<file path="config.mk">
export PLATFORM = sky130hd
export DESIGN_NAME = pipeline_hazard_ctrl
export DESIGN_NICKNAME = d
export VERILOG_FILES = /design/src/rtl/pipeline_hazard_ctrl_pkg.sv /design/src/rtl/pipeline_hazard_ctrl_detect.sv /design/src/rtl/pipeline_hazard_ctrl.sv
export SDC_FILE = /design/constraint.sdc
export NUM_CORES = 1
export LEC_CHECK = 0
export CORE_ASPECT_RATIO = 0.7
export CORE_MARGIN = 10
export CORE_UTILIZATION = 39
export CTS_BUF_LIST = sky130_fd_sc_hd__clkbuf_2 sky130_fd_sc_hd__clkbuf_4 sky130_fd_sc_hd__clkbuf_8
export DETAILED_ROUTE_END_ITERATION = 10
export PLACE_DENSITY = 0.67
export SYNTH_ARGS = -nofsm -noshare
export SYNTH_HDL_FRONTEND = slang
export SYNTH_SLANG_ARGS = --single-unit
</file>
<file path="constraint.sdc">
create_clock -name clock -period 5.1 [get_ports clock]
set_input_delay 1.275 -clock clock [delete_from_list [all_inputs] [get_ports clock]]
set_output_delay 1.275 -clock clock [all_outputs]
set_load 0.005 [all_outputs]
</file>
<file path="src/rtl/pipeline_hazard_ctrl_pkg.sv">
// -----------------------------------------------------------------------------
// hazard_pkg
// Shared types for the pipeline stall/flush controller.
//   hz_state_e          : 2-bit controller state, visible on o_hazard_state
//   hz_ctrl_t           : bundle of the per-stage stall/flush controls
//   DefaultRegAddrWidth : register address width of the RV32I core
// -----------------------------------------------------------------------------
package hazard_pkg;

   localparam int unsigned DefaultRegAddrWidth = 5;

   typedef enum logic [1:0] {
      HZ_RUN        = 2'd0,
      HZ_LOAD_STALL = 2'd1,
      HZ_REDIRECT   = 2'd2,
      HZ_MEM_WAIT   = 2'd3
   } hz_state_e;

   typedef struct packed {
      logic pc_stall;
      logic if_id_stall;
      logic if_id_flush;
      logic id_ex_stall;
      logic id_ex_flush;
      logic ex_mem_stall;
      logic mem_wb_bubble;
   } hz_ctrl_t;

endpackage

</file>
<file path="src/rtl/pipeline_hazard_ctrl_detect.sv">
// -----------------------------------------------------------------------------
// hazard_detect
// Pure combinational load-use comparator: flags when the load in EX writes a
// register that the instruction in ID actually reads. x0 never creates a
// hazard because it is hard-wired to zero.
// Ports:
//   i_id_src1/i_id_src2          : rs1/rs2 of the ID instruction
//   i_id_uses_src1/i_id_uses_src2: the ID instruction reads rs1/rs2
//   i_ex_mem_read                : EX instruction is a load
//   i_ex_rd                      : EX destination register
//   o_load_use                   : load-use hazard present
// -----------------------------------------------------------------------------
module hazard_detect
   import hazard_pkg::*;
#(
   parameter int unsigned RegAddrWidth = DefaultRegAddrWidth
) (
   input  logic [RegAddrWidth-1:0] i_id_src1,
   input  logic [RegAddrWidth-1:0] i_id_src2,
   input  logic                    i_id_uses_src1,
   input  logic                    i_id_uses_src2,
   input  logic                    i_ex_mem_read,
   input  logic [RegAddrWidth-1:0] i_ex_rd,
   output logic                    o_load_use
);

   logic w_src1_hit;
   logic w_src2_hit;
   logic w_rd_nonzero;

   assign w_src1_hit   = i_id_uses_src1 & (i_id_src1 == i_ex_rd);
   assign w_src2_hit   = i_id_uses_src2 & (i_id_src2 == i_ex_rd);
   assign w_rd_nonzero = (i_ex_rd != '0);
   assign o_load_use   = i_ex_mem_read & w_rd_nonzero & (w_src1_hit | w_src2_hit);

endmodule

</file>
<file path="src/rtl/pipeline_hazard_ctrl.sv">
// -----------------------------------------------------------------------------
// pipeline_hazard_ctrl
// Central stall/flush controller for the 5-stage RV32I pipeline.
// Priority: memory wait > EX redirect > load-use.
//
// Data-memory handshake: the MEM stage holds i_mem_req high for the whole
// access; the access completes in the cycle where i_mem_ready is also high.
// A cycle with i_mem_req = 1 and i_mem_ready = 0 is a wait cycle, during which
// the whole front of the pipeline freezes and MEM/WB receives a bubble.
//
// Ports:
//   clock, reset        : clock, synchronous active-high reset
//   i_id_src1/2         : ID source registers, i_id_uses_src1/2 qualifiers
//   i_ex_mem_read/i_ex_rd : EX load flag and destination
//   i_ex_redirect       : taken branch/jump resolved in EX
//   i_mem_req/i_mem_ready : data-memory handshake (see above)
//   o_pc_stall .. o_mem_wb_bubble : per-stage stall/flush controls
//   o_hazard_state      : current controller state (hz_state_e encoding)
//   o_mem_timeout       : sticky memory-timeout error
//   o_stall_cycles      : saturating count of cycles with o_pc_stall = 1
// All outputs read 0 while reset is high.
// -----------------------------------------------------------------------------
module pipeline_hazard_ctrl
   import hazard_pkg::*;
#(
   parameter int unsigned RegAddrWidth = DefaultRegAddrWidth,
   parameter int unsigned MemTimeout   = 64,
   parameter int unsigned CntWidth     = 16
) (
   input  logic                    clock,
   input  logic                    reset,
   input  logic [RegAddrWidth-1:0] i_id_src1,
   input  logic [RegAddrWidth-1:0] i_id_src2,
   input  logic                    i_id_uses_src1,
   input  logic                    i_id_uses_src2,
   input  logic                    i_ex_mem_read,
   input  logic [RegAddrWidth-1:0] i_ex_rd,
   input  logic                    i_ex_redirect,
   input  logic                    i_mem_req,
   input  logic                    i_mem_ready,
   output logic                    o_pc_stall,
   output logic                    o_if_id_stall,
   output logic                    o_if_id_flush,
   output logic                    o_id_ex_stall,
   output logic                    o_id_ex_flush,
   output logic                    o_ex_mem_stall,
   output logic                    o_mem_wb_bubble,
   output logic [1:0]              o_hazard_state,
   output logic                    o_mem_timeout,
   output logic [CntWidth-1:0]     o_stall_cycles
);

   // Timeout counter only needs to reach MemTimeout-1 (MemTimeout >= 2).
   localparam int unsigned         ToWidth = $clog2(MemTimeout);
   localparam logic [ToWidth-1:0]  ToLast  = ToWidth'(MemTimeout - 1);

   hz_state_e             r_state;
   hz_state_e             w_next_state;
   hz_ctrl_t              w_ctrl;
   logic                  w_load_use;
   logic                  w_mem_wait;
   logic [ToWidth-1:0]    r_to_cnt;
   logic                  r_timeout;
   logic [CntWidth-1:0]   r_stall_cycles;

   hazard_detect #(
      .RegAddrWidth(RegAddrWidth)
   ) u_detect (
      .i_id_src1      (i_id_src1),
      .i_id_src2      (i_id_src2),
      .i_id_uses_src1 (i_id_uses_src1),
      .i_id_uses_src2 (i_id_uses_src2),
      .i_ex_mem_read  (i_ex_mem_read),
      .i_ex_rd        (i_ex_rd),
      .o_load_use     (w_load_use)
   );

   assign w_mem_wait = i_mem_req & ~i_mem_ready;

   // State register
   always_ff @(posedge clock) begin
      if (reset) begin
         r_state <= HZ_RUN;
      end else begin
         r_state <= w_next_state;
      end
   end

   // Next state and controls; every control is zero while reset is high.
   always_comb begin
      w_ctrl       = '0;
      w_next_state = HZ_RUN;
      if (!reset) begin
         if (w_mem_wait) begin
            w_ctrl.pc_stall      = 1'b1;
            w_ctrl.if_id_stall   = 1'b1;
            w_ctrl.id_ex_stall   = 1'b1;
            w_ctrl.ex_mem_stall  = 1'b1;
            w_ctrl.mem_wb_bubble = 1'b1;
            w_next_state         = HZ_MEM_WAIT;
         end else if (i_ex_redirect) begin
            w_ctrl.if_id_flush = 1'b1;
            w_ctrl.id_ex_flush = 1'b1;
            w_next_state       = HZ_REDIRECT;
         end else if (w_load_use && (r_state != HZ_REDIRECT)) begin
            // In REDIRECT the ID slot holds a flushed bubble, so its
            // register fields are meaningless and must not stall.
            w_ctrl.pc_stall    = 1'b1;
            w_ctrl.if_id_stall = 1'b1;
            w_ctrl.id_ex_flush = 1'b1;
            w_next_state       = HZ_LOAD_STALL;
         end
      end
   end

   // Memory-wait timeout: counts consecutive wait cycles, then latches the
   // error; the counter saturates and the freeze itself continues.
   always_ff @(posedge clock) begin
      if (reset) begin
         r_to_cnt  <= '0;
         r_timeout <= 1'b0;
      end else if (w_mem_wait) begin
         if (r_to_cnt == ToLast) begin
            r_timeout <= 1'b1;
         end else begin
            r_to_cnt <= r_to_cnt + ToWidth'(1);
         end
      end else begin
         r_to_cnt <= '0;
      end
   end

   // Performance counter: saturates at all-ones, never wraps.
   always_ff @(posedge clock) begin
      if (reset) begin
         r_stall_cycles <= '0;
      end else if (w_ctrl.pc_stall && (r_stall_cycles != '1)) begin
         r_stall_cycles <= r_stall_cycles + CntWidth'(1);
      end
   end

   assign o_pc_stall      = w_ctrl.pc_stall;
   assign o_if_id_stall   = w_ctrl.if_id_stall;
   assign o_if_id_flush   = w_ctrl.if_id_flush;
   assign o_id_ex_stall   = w_ctrl.id_ex_stall;
   assign o_id_ex_flush   = w_ctrl.id_ex_flush;
   assign o_ex_mem_stall  = w_ctrl.ex_mem_stall;
   assign o_mem_wb_bubble = w_ctrl.mem_wb_bubble;
   assign o_hazard_state  = reset ? 2'b00 : r_state;
   assign o_mem_timeout   = r_timeout & ~reset;
   assign o_stall_cycles  = reset ? '0 : r_stall_cycles;

   // The instruction released by a load-use stall already has its operand
   // forwardable, so a second load-use right after a stall means the
   // pipeline feeding this block is broken.
   a_no_repeat_load_use : assert property (
      @(posedge clock) disable iff (reset)
      ((r_state == HZ_LOAD_STALL) && !w_mem_wait && !i_ex_redirect) |-> !w_load_use
   );

endmodule

</file>
## After elaboration in Yosys (flattened, before gate mapping)

Cells that the tools add are included.

- Flip-flop bits (word level): 25
- Input port bits: 23
- Output and inout port bits: 26
- Word-level logic and storage cells: 42

- $add $sub $neg: 2
- Equal/unequal tests: 5
- Multiplexer cells: 16
- Bitwise operators: 10
- Reduce and logical (&&, ||, !) cells: 5

Operators with widths:

| operator | count |
|---|---|
| $add 16x1->16 const B | 1 |
| $mux 16 | 1 |
| $ne 16x16->1 const B | 1 |
| $mux 2 | 7 |
| $eq 5x5->1 | 2 |
| $mux 1 | 7 |
| $mux 7 | 1 |
| $add 6x1->6 const B | 1 |
| $and 1x1->1 | 6 |
| $eq 6x6->1 const B | 1 |
| $reduce_bool 5->1 | 1 |
| $not 1->1 | 3 |
| $logic_and 1x1->1 | 2 |
| $ne 2x2->1 const B | 1 |
| $reduce_and 2->1 | 1 |
| $reduce_or 2->1 | 1 |
| $or 1x1->1 | 1 |

## Logic depth before layout (Yosys ltp)

Gate-level depths: netlist (run 1).

- Depth after elaboration: 10
- Depth in mapped cells: 8
- Mapped depth without buffers: 7

## Cells and area by module

Synthesis (run 1) repeated with hierarchy kept, for this count alone.

- Cell total of the unflattened synthesis: 179
- Area, all modules: 1524.0 um^2

Modules (own cells, without submodules):

| module | times used | cells each | area an instance (um^2) | seq. area each (um^2) |
|---|---|---|---|---|
| pipeline_hazard_ctrl | 1 | 162 | 1390.1 | 500.5 |
| hazard_detect | 1 | 17 | 133.9 | 0.0 |

## Least setup slack after synthesis (run 1)

OpenSTA, ideal clock, no wires.

- Path kind: input -> output
- From: input port i_ex_rd[1]
- To: output port o_pc_stall
- Arrival: 2.546 ns
- Required time: 3.825 ns
- Path slack: 1.279 ns
- Stages on the path: 7
- Buffers on the path: 2
- Path through: or4_1 > o221ai_2 > or3_1 > o21a_1 > buf_6 > inv_4 > buf_4

- Word-level cells in the longest chain between the ends: 9
- Elaborated cells on any way between the ends: 13
- Classes of those cells: eq/ne (2); mux (4); bitwise (5); reduce/logical (2)

Ends and longest elaborated chain:

| element | line | text |
|---|---|---|
| from (decl) | pipeline_hazard_ctrl.sv:37 | `input logic [RegAddrWidth-1:0] i_ex_rd,` |
| $eq 5x5->1 (on tied branches) | pipeline_hazard_ctrl_detect.sv:31, pipeline_hazard_ctrl_detect.sv:32 |  |
| $and 1x1->1 (on tied branches) | pipeline_hazard_ctrl_detect.sv:31, pipeline_hazard_ctrl_detect.sv:32 |  |
| $or 1x1->1 | pipeline_hazard_ctrl_detect.sv:34 | `assign o_load_use = i_ex_mem_read & w_rd_nonzero & (w_src1_hit \| w_src2_hit);` |
| $and 1x1->1 * | pipeline_hazard_ctrl_detect.sv:34 |  |
| $logic_and 1x1->1 * | pipeline_hazard_ctrl.sv:105 | `end else if (w_load_use && (r_state != HZ_REDIRECT)) begin` |
| $mux 2 * | pipeline_hazard_ctrl.sv:105 |  |
| $mux 2 * | pipeline_hazard_ctrl.sv:101 | `end else if (i_ex_redirect) begin` |
| $mux 2 * | pipeline_hazard_ctrl.sv:94 | `if (w_mem_wait) begin` |
| $mux 7 * | pipeline_hazard_ctrl.sv:93 | `if (!reset) begin` |
| to (decl) | pipeline_hazard_ctrl.sv:41 | `output logic o_pc_stall,` |

Mark *: on every way between the ends. The rest lies on a longest branch, timed or not.

## Final worst setup path (run 1)

Ends and elaborated chain as after synthesis.

==> results of run 1 <==
## worst min path at each step
stage | start | end | slack, ns | depth (start not counted)
final | r_stall_cycles[15] | r_stall_cycles[15] | 0.49 | 2
after global routing | r_stall_cycles[15] | r_stall_cycles[15] | 0.54 | 2
after CTS | r_stall_cycles[15] | r_stall_cycles[15] | 0.50 | 2
after detailed placement | r_stall_cycles[15] | r_stall_cycles[15] | 0.49 | 2
after global placement | r_stall_cycles[15] | r_stall_cycles[15] | 0.49 | 2
after floorplan | r_stall_cycles[4] | r_stall_cycles[4] | 0.46 | 1
## layout make-up
type                    instances  area, um^2  share of cell area (%)
multi-input cells             133       945.9                   45.30
repair buffers                 50       495.5                   23.73
inverters                       8       32.53                   1.558
clock buffers                   4       48.80                   2.337
well taps                      52       65.06                   3.116
flip-flops and latches         25       500.5                   23.97
## placed cells by master (no fill, tap or decap), drive strengths merged, types with 3 or more instances in the layout
| cell type | count |
|---|---|
| clkdlybuf4s50 | 48 |
| dfxtp | 25 |
| nor2 | 20 |
| nor2b | 15 |
| nand3 | 14 |
| xor2 | 9 |
| nand2 | 9 |
| nor3 | 9 |
| mux2 | 9 |
| inv | 8 |
| o31ai | 5 |
| a21oi | 5 |
| xnor2 | 4 |
| nor4 | 4 |
| clkbuf | 4 |
| or3 | 3 |
## cell families (layout without fill, tap and decap cells)
group                    Yosys count  after routing
AO/OA/AOI/OAI                     22             22
XOR/XNOR                          13             13
adder cells (fa/ha/maj)            2              2
buffers and inverters             19             62
flip-flops                        25             25
multiplexers                      10             10
AND/OR/NAND/NOR                   86             86
## power groups by stage
stage / logic, W / clock network [W] / registers (W)
6_report: 0.0000516 / 0.000123 / 0.000198
5_1_grt: 0.0000563 / 0.000132 / 0.000198
3_3_place_gp: 0.0000517 / 0 / 0.000203
2_1_floorplan: 0.0000236 / 0 / 0.000203
4_1_cts: 0.0000525 / 0.000127 / 0.000198
3_5_place_dp: 0.0000524 / 0 / 0.000203
## metrics by stage
stage | cells | instance area (um^2) | utilization [%] | worst slack [ns] | power (W)
3_5_place_dp | 268 | 2039 | 52.63 | 0.4828 | 0.0002552
3_3_place_gp | 268 | 2039 | 52.63 | 0.5082 | 0.0002545
5_1_grt | 272 | 2088 | 53.89 | 0.3936 | 0.0003866
4_1_cts | 272 | 2088 | 53.89 | 0.4809 | 0.0003778
6_report | 272 | 2088 | 53.89 | 0.5081 | 0.0003726
2_1_floorplan | 177 | 1548 | - | 1.279 | 0.0002261
## worst max-delay path, stage by stage
cell and delay, ns:
clkdlybuf4s50_1 0.47, or4_1 0.57, o221ai_2 0.18, or3_1 0.13
o21a_1 0.17, inv_4 0.08, clkdlybuf4s50_1 0.45
## layer usage
metal  global-route usage [%]  share of wire (%)  up-vias
met3                    6.166                 12        2
li1                         -                  -      704
met5                        0                  0        -
met2                    15.47                 42       42
met4                    2.980               0.81        0
met1                    13.32                 46      602
## state kept, by name, summed over array words and instances, names as in the netlist
| register | flops |
|---|---|
| r_stall_cycles | 16 |
| r_timeout | 1 |
| r_to_cnt | 6 |
| r_state | 2 |
==> out/metrics.cfg, run 1 <==
[global_routing]
grt_pass1_wl_um = 6051
grt_max_degree = 30
grt_overflow = 0
antenna_found_initial = 0
grt_pass1_vias = 1298
grt_use_total_pct = 10.76

[critical_path]
r2r_slack_ns = 2.83
worst-endpoint-required_ns = 3.83
crit_start = i_ex_rd[1]
critPathLaunchType = input pin
worstPathMaxFanout = 8
reg2regPathDepth = 7
path_class = input pin to primary output
crit_end = o_pc_stall
r2r-start = r_stall_cycles[0]
r2r-end = r_stall_cycles[9]
arrival_ns = 3.32
critPathCaptureType = primary output

[timing]
slew_violations = 0
setup_violations = 0
whs_ns = 0.4927
final.setup_skew_ns = 0.002379
finalCritPeriodShare_pct = 90.04
rsz0062_at_grt = false
finalSetupTns_ns = 0
fmax_mhz = 217.8
timing.slew.headroom_pct = 51.74
min_period_ns = 4.592
hold_viol = 0
tightest_slew_ns = 0.7216

[cells_and_area]
nNetsFinal = 246
drive_gt1_share_pct = 11.82
n_fill_cell = 381
syn2layout_area_growth_pct = 34.92
antenna_cells = 0

[routing]
num_vias = 1350
ant_nets = 0
vias_per_cell = 4.963
drcViolationCount = 0
dr.pass1.iters = 4
drtIter0Drc = 61
drt_wl_total_um = 3713
post_drt_wl_per_cell_um = 13.65

[placed_design]
gp_congestion = 0.7828
port_buffers = 48
hpwl_um = 2954

[logic_synthesis]
synth_cells = 177
synthSimpleGateAreaFrac_pct = 32.82
synth_xor_area_share_pct = 7.357
synth_top_family_by_area = simple AND/OR/NAND/NOR gates
synth_seq_cells = 25
async_flop_share_pct = 0
ys.flop_type = dfxtp_1
syn-num-nets = 202
synth_area_per_cell_um2 = 8.744
synth_compound_area_share_pct = 10.67
synth_fa_ha_area_share_pct = 1.617
synth_area_um2 = 1548
muxShareOfSynthArea_pct = 8.650
yosys-top-cells-count = dfxtp_1, nor2_1, nor2b_1
synth.distinct_cells = 46
yosysSeqAreaShare_pct = 32.34
yosysMostFrequentCell = dfxtp_1
synth_edf_count = 0
synthTopCellsByArea = dfxtp_1, nor2b_1, mux2_4
yosysTopAreaCell = dfxtp_1
yosys_warnings = 0
netlist.area_leader.share_pct = 32.34

[clock_tree]
cts_resized = 0
ctsHoldBuffers = 0
clkSlewWorstSetupHoldPaths_ns = 0.09
cts_buffers = 3
clkLatencyLatePin_ns = 0.27
htree_num_levels = 1
clock_sinks = 25
cts_root_buf = clkbuf_8
cts_setup_buffers = 0
clockBufferDepth = 2
cts_tree = done

[floorplan]
core-area_um2 = 3875
num_rows = 19
initial_core_util_pct = 39.94
die_area_um2 = 6928
pin_count = 49
die_x_um = 95.30
die_h_um = 72.71

[power_and_ir_drop]
vdd_ir_drop_max_v = 0.0001004
power.switching_w = 0.00008446
combinationalPowerShare_pct = 13.8
clkPwrFrac_pct = 33.0
p_per_area_nw_per_um2 = 178.4
cellLeakagePower_nw = 0.7482
p_int_w = 0.0002881
power_frac_seq_pct = 53.2
p_sw_share_pct = 22.67

[status]
outcome = complete, no violations

[worst_hold_path]
hold_path_class = flop to flop

[job]
drv_cap = 0

No activity file was read; power rests on OpenSTA's default activity.
==> inputs of run 2 (changes only) <==
--- a/config.mk
+++ b/config.mk
@@ -7,10 +7,11 @@
 export LEC_CHECK = 0
 export CORE_ASPECT_RATIO = 0.7
 export CORE_MARGIN = 10
-export CORE_UTILIZATION = 39
+export CORE_UTILIZATION = 51
 export CTS_BUF_LIST = sky130_fd_sc_hd__clkbuf_2 sky130_fd_sc_hd__clkbuf_4 sky130_fd_sc_hd__clkbuf_8
+export CTS_CLUSTER_SIZE = 30
 export DETAILED_ROUTE_END_ITERATION = 10
-export PLACE_DENSITY = 0.67
+export PLACE_DENSITY = 0.85
 export SYNTH_ARGS = -nofsm -noshare
 export SYNTH_HDL_FRONTEND = slang
 export SYNTH_SLANG_ARGS = --single-unit
==> out/metrics.cfg, run 2 (synthesized netlist as in run 1, its figures left out) <==
[placed_design]
place_area_um2 = 2019  ; -0.98%
hpwl_um = 3285  ; +11%
port_buffers = 48  ; unchanged
dp_cells = 252  ; -6.0%
gp_congestion = 0.8541  ; +9.1%

[timing]
final.setup_skew_ns = 0.009631  ; +0.007252 ns
whs_ns = 0.5120  ; +0.01923 ns
timing.slew.headroom_pct = 53.43  ; +1.7 points
slew_violations = 0  ; unchanged
min_period_ns = 4.619  ; +0.02714 ns
finalCritPeriodShare_pct = 90.57  ; +0.53 points
finalSetupTns_ns = 0  ; unchanged
tightest_slew_ns = 0.6963  ; -0.02532 ns
rsz0062_at_grt = false
hold_viol = 0  ; unchanged
setup_violations = 0  ; unchanged
fmax_mhz = 216.5  ; -0.59%

[clock_tree]
cts_buffers = 3  ; unchanged
clock_sinks = 25  ; unchanged
cts_tree = done
clockBufferDepth = 2  ; unchanged
cts_setup_buffers = 0  ; unchanged
htree_num_levels = 1  ; unchanged
cts_root_buf = clkbuf_8
ctsHoldBuffers = 0  ; unchanged
clkSlewWorstSetupHoldPaths_ns = 0.09  ; about the same
cts_resized = 0  ; unchanged
clkLatencyLatePin_ns = 0.28  ; about the same

[cells_and_area]
fin_cells = 256  ; -5.9%
layout_common_cells = clkdlybuf4s50_1, dfxtp_1, nor2_1, nor2b_1, nand3_1
syn2layout_area_growth_pct = 33.63
largest_reg_flops = 16  ; unchanged
drive_gt1_share_pct = 11.82  ; unchanged
reg.largest.list = r_stall_cycles: 16 flops, r_to_cnt: 6 flops, r_state: 2 flops
utilization_pct = 72.76  ; +19 points
final_common_cell = clkdlybuf4s50_1
top_register = r_stall_cycles
finalInstanceArea_um2 = 2068  ; -0.96%
antenna_cells = 0  ; unchanged
nNetsFinal = 246  ; unchanged

[floorplan]
core-area_um2 = 2843  ; -27%
initial_core_util_pct = 54.45  ; +15 points
die_h_um = 66.09  ; -9.1%
die_area_um2 = 5674  ; -18%
die_x_um = 85.85  ; -9.9%
num_rows = 16  ; -3
pin_count = 49  ; unchanged

[critical_path]
worst-endpoint-required_ns = 3.83  ; about the same
path_class = input pin to primary output
arrival_ns = 3.34  ; +0.02 ns
critPathCaptureType = primary output
worstPathMaxFanout = 8  ; unchanged
critPathLaunchType = input pin

[global_routing]
grt_pass1_wl_um = 6975  ; +15%
grt_overflow = 0  ; unchanged
grt_max_degree = 29  ; -3.3%
grt_pass1_vias = 1488  ; +15%
antenna_found_initial = 0  ; unchanged
grt_use_total_pct = 14.72  ; +4.0 points

[routing]
dr.pass1.iters = 4  ; unchanged
drtIter0Drc = 143  ; +130%
vias_per_cell = 5.543  ; +12%
num_vias = 1419  ; +5.1%
ant_nets = 0  ; unchanged
drcViolationCount = 0  ; unchanged
post_drt_wl_per_cell_um = 15.96  ; +17%
drt_wl_total_um = 4086  ; +10%

[power_and_ir_drop]
cellLeakagePower_nw = 0.7438  ; -0.60%
p_per_area_nw_per_um2 = 181.2  ; +1.5%
vdd_ir_drop_max_v = 0.0001710  ; +70%

[worst_hold_path]
hold_path_class = flop to flop

[job]
drv_cap = 0  ; unchanged

[status]
outcome = complete, no violations

run 2: critical path, cell delays in order:
cell	delay, ns
clkdlybuf4s50_1	0.46
or4_1	0.57
o221ai_2	0.20
or3_1	0.14
o21a_1	0.17
inv_4	0.08
clkdlybuf4s50_1	0.45
run 2: layout make-up:
class                           count  area [um^2]
Timing Repair Buffer               50        495.5
Tap cell                           36        45.04
Multi-Input combinational cell    133        945.9
Fill cell                         228        774.5
Clock inverter                      1        7.507
Clock buffer                        3        41.29
Inverter                            8        32.53
Sequential cell                    25        500.5
run 2: where the power goes:
group | switching (W) | internal, W
clock network | 0.0000680 | 0.0000555
logic | 0.0000227 | 0.0000301
registers | 0.00000147 | 0.000197
total | 0.0000922 | 0.000283
run 2: metal layers:
metal / share of wire [%] / global-route usage [%] / vias up
met4: 1.2 / 4.098 / 0
met2: 47 / 24.16 / 66
met5: 0 / 0 / -
met1: 42 / 16.84 / 641
met3: 9.8 / 6.897 / 6
li1: - / - / 706
run 2: worst paths after layout:
path,from,end,slack (ns),depth (start not counted)
worst max-delay path,i_ex_rd[1],o_pc_stall,0.48,7
worst min-delay path,r_stall_cycles[4],r_stall_cycles[4],0.51,1
worst max register to register,r_stall_cycles[0],r_stall_cycles[7],2.85,7
worst min register to register,r_stall_cycles[4],r_stall_cycles[4],0.51,1
run 2: stage by stage:
step	power [W]	setup WS [ns]
5_1_grt	0.0003909	0.3844
4_1_cts	0.0003777	0.4678
2_1_floorplan	0.0002261	1.279
3_3_place_gp	0.0002535	0.5441
3_5_place_dp	0.0002559	0.4976
6_report	0.0003747	0.4810
==> inputs of run 3 (changes only) <==
--- a/config.mk
+++ b/config.mk
@@ -12,6 +12,7 @@
 export CTS_CLUSTER_SIZE = 30
 export DETAILED_ROUTE_END_ITERATION = 10
 export PLACE_DENSITY = 0.85
+export SETUP_SLACK_MARGIN = 0.4
 export SYNTH_ARGS = -nofsm -noshare
 export SYNTH_HDL_FRONTEND = slang
 export SYNTH_SLANG_ARGS = --single-unit
==> out/metrics.cfg, run 3 (synthesized netlist as in run 1, its figures left out) <==
[timing]
timing.slew.headroom_pct = 53.44  ; about the same
setup_violations = 0  ; unchanged
slew_violations = 0  ; unchanged
min_period_ns = 4.588  ; -0.03057 ns
final.setup_skew_ns = 0.009631  ; unchanged
hold_viol = 0  ; unchanged
fmax_mhz = 217.9  ; +0.67%
finalCritPeriodShare_pct = 89.97  ; -0.60 points
rsz0062_at_grt = false
tightest_slew_ns = 0.6962  ; -0.00009853 ns
finalSetupTns_ns = 0  ; unchanged

[cells_and_area]
top_register = r_stall_cycles
reg.largest.list = r_stall_cycles: 16 flops, r_to_cnt: 6 flops, r_state: 2 flops
drive_gt1_share_pct = 11.82  ; unchanged
syn2layout_area_growth_pct = 33.63  ; unchanged
largest_reg_flops = 16  ; unchanged
antenna_cells = 0  ; unchanged
n_fill_cell = 228  ; unchanged
final_common_cell = clkdlybuf4s50_1
layout_common_cells = clkdlybuf4s50_1, dfxtp_1, nor2_1, nor2b_1, nand3_1
fin_cells = 256  ; unchanged
nNetsFinal = 246  ; unchanged

[clock_tree]
cts_tree = done
cts_buffers = 3  ; unchanged
cts_root_buf = clkbuf_8
cts_resized = 0  ; unchanged
htree_num_levels = 1  ; unchanged
clockBufferDepth = 2  ; unchanged
clkLatencyLatePin_ns = 0.28  ; about the same
clock_sinks = 25  ; unchanged
clkSlewWorstSetupHoldPaths_ns = 0.09  ; about the same
cts_setup_buffers = 0  ; unchanged

[status]
outcome = complete, no violations

[critical_path]
max_stage_delay_ns = 0.56  ; about the same
r2r-start = r_stall_cycles[0]
path_class = input pin to primary output
cp_cell_sequence = clkdlybuf4s50_1, or4_1, o221ai_2, or3_1, o21a_1, inv_4, clkdlybuf4s50_1
worst-endpoint-required_ns = 3.83  ; about the same
crit_slowest_cell = or4_1
critPathLaunchType = input pin
critPathBufInv = 3  ; unchanged
critPathCaptureType = primary output
arrival_ns = 3.31  ; -0.03 ns
crit_start = i_ex_rd[1]
worstPathMaxFanout = 8  ; unchanged
cpMostUsedCell = clkdlybuf4s50_1
cp_top_family = buffers and inverters

[global_routing]
grt_pass1_vias = 1488  ; unchanged
antenna_found_initial = 0  ; unchanged
grt_overflow = 0  ; unchanged
grt_max_degree = 29  ; unchanged
grt_use_total_pct = 14.72  ; unchanged
grt_pass1_wl_um = 6975  ; unchanged

[job]
drv_cap = 0  ; unchanged

[routing]
drcViolationCount = 0  ; unchanged
post_drt_wl_per_cell_um = 15.97  ; about the same
drtIter0Drc = 143  ; unchanged
dr.pass1.iters = 4  ; unchanged
vias_per_cell = 5.535  ; -0.14%
num_vias = 1417  ; -0.14%
drt_wl_total_um = 4088  ; about the same
ant_nets = 0  ; unchanged

[power_and_ir_drop]
cellLeakagePower_nw = 0.7438  ; about the same
vdd_ir_drop_max_v = 0.0001709  ; about the same
p_per_area_nw_per_um2 = 181.2  ; about the same

[placed_design]
dp_cells = 252  ; unchanged
hpwl_um = 3285  ; unchanged
gp_congestion = 0.8541  ; unchanged
port_buffers = 48  ; unchanged

[worst_hold_path]
hold_path_class = flop to flop
hold_start = r_stall_cycles[4]

[floorplan]
num_rows = 16  ; unchanged
die_area_um2 = 5674  ; unchanged
pin_count = 49  ; unchanged
die_h_um = 66.09  ; unchanged
core-area_um2 = 2843  ; unchanged
die_x_um = 85.85  ; unchanged
initial_core_util_pct = 54.45  ; unchanged

[run 3: area by class of cell]
type | count | area, um^2 | area share [%]
clock inverters | 1 | 7.507 | 0.3630
flip-flops and latches | 25 | 500.5 | 24.20
clock buffers | 3 | 41.29 | 1.996
repair buffers | 50 | 495.5 | 23.96
multi-input cells | 133 | 945.9 | 45.74
inverters | 8 | 32.53 | 1.573
well taps | 36 | 45.04 | 2.178
[run 3: path summary, 6_finish.rpt]
kind / cells after the start / endpoint / slack, ns
min: 1 / r_stall_cycles[4] / 0.51
min reg2reg: 1 / r_stall_cycles[4] / 0.51
max reg2reg: 7 / r_stall_cycles[7] / 2.85
max: 7 / o_pc_stall / 0.51
[run 3: metal layers]
metal / global-route usage, % / vias to the layer above / routed length, um
met4: 4.098 / 0 / 51
met2: 24.16 / 66 / 1926
met5: 0 / - / 0
met1: 16.84 / 639 / 1710
met3: 6.897 / 6 / 400
li1: - / 706 / -
[run 3: report_power, final]
group	internal, W	switching (W)
Sequential	0.000197	0.00000147
Combinational	0.0000301	0.0000227
Clock	0.0000555	0.0000680
Total	0.000283	0.0000922
[run 3: metrics by stage]
step	utilization (%)	cell area (um^2)	setup slack, ns	hold slack [ns]	power (W)
final	72.76	2068	0.5115	0.5120	0.0003747
after global routing	72.76	2068	0.4175	0.5461	0.0003909
after CTS	72.76	2068	0.4678	0.5087	0.0003777
after detailed placement	71.04	2019	0.4976	0.4935	0.0002559
after global placement	71.04	2019	0.5441	0.4771	0.0002535
after floorplan	-	1548	1.279	0.4581	0.0002261
[run 3: what timing repair did]
action / in CTS / in global routing
endpoints found under the setup margin: 0 / 2
hold buffers: 0 / 0
hold endpoints to repair: 0 / 0
